===== config.mk =====
export PLATFORM = sky130hd
export DESIGN_NAME = arb2_mux
export DESIGN_NICKNAME = d
export VERILOG_FILES = /design/src/rtl/arb2_mux.sv
export SDC_FILE = /design/constraint.sdc
export NUM_CORES = 1
export LEC_CHECK = 0
export CORE_MARGIN = 10
export CORE_UTILIZATION = 50
export DETAILED_ROUTE_END_ITERATION = 7
export DONT_BUFFER_PORTS = 1
export SYNTH_ARGS = -nofsm -noshare
export SYNTH_HDL_FRONTEND = slang
export SYNTH_SLANG_ARGS = --single-unit

===== constraint.sdc =====
create_clock -name clk -period 1.9 [get_ports clk]
set_input_delay 0.095 -clock clk [delete_from_list [all_inputs] [get_ports clk]]
set_output_delay 0.095 -clock clk [all_outputs]
set_load 0.01 [all_outputs]

===== src/rtl/arb2_mux.sv =====
// Round-robin arbiter for two valid/ready sources feeding a one-entry output slice.
// Drives the mux select combinationally and keeps saturating per-source grant counts.
module arb2_mux #(
  parameter int WIDTH = 8,
  parameter int CNT_W = 8
) (
  input  logic             clk,
  input  logic             rst_n,
  input  logic [WIDTH-1:0] a_data,
  input  logic             a_valid,
  output logic             a_ready,
  input  logic [WIDTH-1:0] b_data,
  input  logic             b_valid,
  output logic             b_ready,
  output logic             sel,
  output logic [WIDTH-1:0] f_data,
  output logic             f_valid,
  input  logic             f_ready,
  output logic             f_src,
  output logic [CNT_W-1:0] cnt_a,
  output logic [CNT_W-1:0] cnt_b
);

  typedef enum logic {
    EMPTY = 1'b0,
    FULL  = 1'b1
  } state_t;

  localparam logic [CNT_W-1:0] CNT_MAX = {CNT_W{1'b1}};

  state_t state;
  logic   last;
  logic   grant;
  logic   space;
  logic   load;

  assign f_valid = (state == FULL);
  assign space   = ~f_valid | f_ready;
  assign load    = space & (a_valid | b_valid);

  // NOTE: every signal assigned in always_comb gets a default first so no latch is inferred.
  always_comb begin
    grant = last;
    if (a_valid && !b_valid)      grant = 1'b0;
    else if (b_valid && !a_valid) grant = 1'b1;
    else if (a_valid && b_valid)  grant = ~last;
  end

  assign sel = grant;

  // Readies are forced low while reset is held so nothing is consumed during reset.
  assign a_ready = rst_n & space & ~grant;
  assign b_ready = rst_n & space & grant;

  // NOTE: sequential state uses non-blocking assignments and an async active-low reset.
  always_ff @(posedge clk or negedge rst_n) begin
    if (!rst_n) begin
      state  <= EMPTY;
      f_data <= '0;
      f_src  <= 1'b0;
      last   <= 1'b1;
      cnt_a  <= '0;
      cnt_b  <= '0;
    end else begin
      case (state)
        EMPTY: begin
          if (load) state <= FULL;
        end
        FULL: begin
          if (f_ready && !load) state <= EMPTY;
        end
        default: state <= EMPTY;
      endcase

      if (load) begin
        f_data <= grant ? b_data : a_data;
        f_src  <= grant;
        last   <= grant;
        if (grant) begin
          if (cnt_b != CNT_MAX) cnt_b <= cnt_b + 1'b1;
        end else begin
          if (cnt_a != CNT_MAX) cnt_a <= cnt_a + 1'b1;
        end
      end
    end
  end

endmodule


==> impl_results.md <==
- Sequential area share after synthesis: 48.5%
- Pwr Density: 1010 mW/mm²
- CP max FO: 10
- Vias in the first global route: 1040
- Setup Buffers After CTS: 0
- RSZ-0062 raised after global routing: false
- Final hold violation count: 0
- Post-Synthesis Cell Area: 0.00140 mm²
- Avg WL per Cell: 18.1 µm
- Status: completed
- Placeable Area: 0.00271 mm²
- Critical path's slowest cell: dfrtp_1
- Critical Path Sink Type: flip-flop
- Slew Viols, Final: 0
- Vias after detailed routing: 982
- Post-synthesis compound-gate area fraction: 7.44%
- Post-route DRC violation count: 0
- Global placer's final weighted congestion: 0.785
- Cts repair resizes: 0
- Final core occ: 61.6%
- Num rows: 19
- DRT iter0 DRCs: 64
- Hold Path Class: in2reg
- TritonCTS Buffers: 3
- Final antenna-violating net count: 0
- CP required: 2.11 ns
- Area grow syn2layout: 19.7%
- Seq cells post-synth: 27
- Commonest non-fill, non-tap cell in the layout: dfrtp_1
- CTS Buffer Depth: 2
- Clock transition at path regs: 0.14 ns
- Initial Utilization: 51.5%
- Max incr delay on CP: 0.45 ns
- Post-synth net total: 149
- Antenna violations before repair: 0
- Most frequent cells in the layout: dfrtp_1, dlygate4sd3_1, nand2_1
- # port buffers: 0
- Die height: 72.8 µm
- Clock period minus worst slack: 1.70 ns
- XOR/XNOR Fraction of Synth Area: 5.65%
- Highest metal used: met4
- CTS H-Tree Depth: 1
- Final Setup Violations: 0
- Die area: 0.00530 mm²
- Peak VDD IR: 791 µV
- Hold Buf Count CTS: 21
- Area share of fa/ha/maj cells after synthesis: 1.79%
- Smallest hold slack: 0.0220 ns
- Final Skew: 0.00694 ns
- Setup_tns: 0 ns
- Pin count of the biggest net entering global routing: 28
- DR vias/cell: 5.46
- Nets@finish: 173
- Length of routed met2 wiring: 1660 µm
- Worst Path Class, Setup: reg2reg
- Global-route wire length before repair: 5260 µm
- WL met1: 1250 µm
- FF-to-FF setup slack: 0.20 ns
- Total congestion overflow: 0
- CTS tree: built
- Final wirelength: 3250 µm
- Die width: 72.8 µm
- Worst Tran Pin Value: 0.965 ns
- DRT Pass-1 Iters: 4
- Mapped Cells: 126
- Clock sinks: 27
- # diodes: 0
- Clock latency on the worst-skew pair: 0.32 ns
- Max Cap Viol: 0
- Post-Syn Area per Cell: 11.1 µm²
- Post-synth cell types: 35
- I/O pin cnt: 50
- Ys Warns: 0
- Ratio of cells with drive above 1 in the final layout: 14.1%
- Mux cell area share after synthesis: 9.96%
- Cells along the critical path: nand2b_1, nand3_2, nor3_2, mux2_1
- CP startpoint kind: flip-flop
- Fin crit share: 89.7%
- Pleak: 0.766 nW
- Largest family of logic cells by synthesized area: simple AND/OR/NAND/NOR gates
- Met3 WL: 323 µm
- Total GRT Usage: 12.5%
- DP Wirelength: 2220 µm
- Synth Area in Simple Gates: 24.0%
- Data arrival, critical path: 1.91 ns
- Peak Freq: 0.587 GHz
- Rel. slew slack: 35.2%
- CTS root buf: clkbuf_4
==> per-layer routing <==
| metal | up-vias | track usage [%] |
|---|---|---|
| li1 | 485 | - |
| met5 | - | 0 |
| met4 | 0 | 3.80 |
| met3 | 2 | 5.71 |
| met2 | 27 | 20.7 |
| met1 | 468 | 13.9 |
==> synth_stat cells, drive strengths merged <==
master,n,area (µm²)
nand2,16,60.1
a21oi,2,10.0
buf,4,25.0
mux2i,9,90.1
a211oi,1,7.51
dfrtp,26,651
nor4b,1,23.8
ha,2,25.0
xor2,6,52.6
o21ba,1,10.0
nand2b,4,32.5
inv,3,11.3
and3,8,55.1
nor2,5,21.3
mux2,4,48.8
nand4,3,18.8
nor3b,3,37.5
o21ai,9,45.0
nor2b,2,22.5
nand3,5,35.0
and4,1,8.76
dfstp,1,26.3
a41oi,1,8.76
nor3,3,20.0
xnor2,3,26.3
o21a,3,22.5
==> registers in the layout, summed over array words and instances (netlist names) <==
name	cells
f_src	1
f_valid	1
cnt_b	8
last	1
cnt_a	8
f_data	8
==> final cells by class <==
cell class	count	area (µm²)
tap	31	38.8
multi-input combinational	92	682
clock buffer	4	26.3
inverter	3	11.3
fill	244	1040
sequential	27	677
timing repair buffer	23	235
==> critical path: cells and delay by family (launching register included) <==
kind / cells / cell delay (ns)
AND/OR/NAND/NOR: 3 / 0.80
flip-flops: 1 / 0.45
multiplexers: 1 / 0.34
==> power by group <==
group,switching [W],total [W],leakage (nW),internal (W)
logic,0.000192,0.000423,0.426,0.000231
registers,0.000286,0.00102,0.325,0.000735
clock network,0.000160,0.000242,0.0150,0.0000820
==> per-stage QoR <==
step / setup WS, ns / cell area, µm² / std cells / power, W
final: 0.196 / 1670 / 180 / 0.00169
after global routing: 0.0484 / 1670 / 180 / 0.00183
after CTS: 0.185 / 1670 / 180 / 0.00171
after detailed placement: 0.199 / 1420 / 155 / 0.00142
after global placement: 0.226 / 1420 / 155 / 0.00140
after floorplan: 0.321 / 1400 / 126 / 0.00130
==> path summary, 6_finish.rpt <==
| path | from | endpoint | depth (start not counted) |
|---|---|---|---|
| max in group asynchronous | rst_n | last | 2 |
| max | f_valid | cnt_a[6] | 4 |
| max reg2reg | f_valid | cnt_a[6] | 4 |
| min reg2reg | f_data[5] | f_data[5] | 2 |
| min | b_valid | f_src | 2 |
| min in group asynchronous | rst_n | f_data[0] | 2 |
==> kinds of logic (layout without fill, tap and decap cells) <==
group / after synthesis / after routing
AO/OA/AOI/OAI: 17 / 17
XOR/XNOR: 9 / 9
adder cells (fa/ha/maj): 2 / 2
buffers and inverters: 7 / 30
multiplexers: 13 / 13
AND/OR/NAND/NOR: 51 / 51
flip-flops: 27 / 27
(Power assumes the default switching activity.)
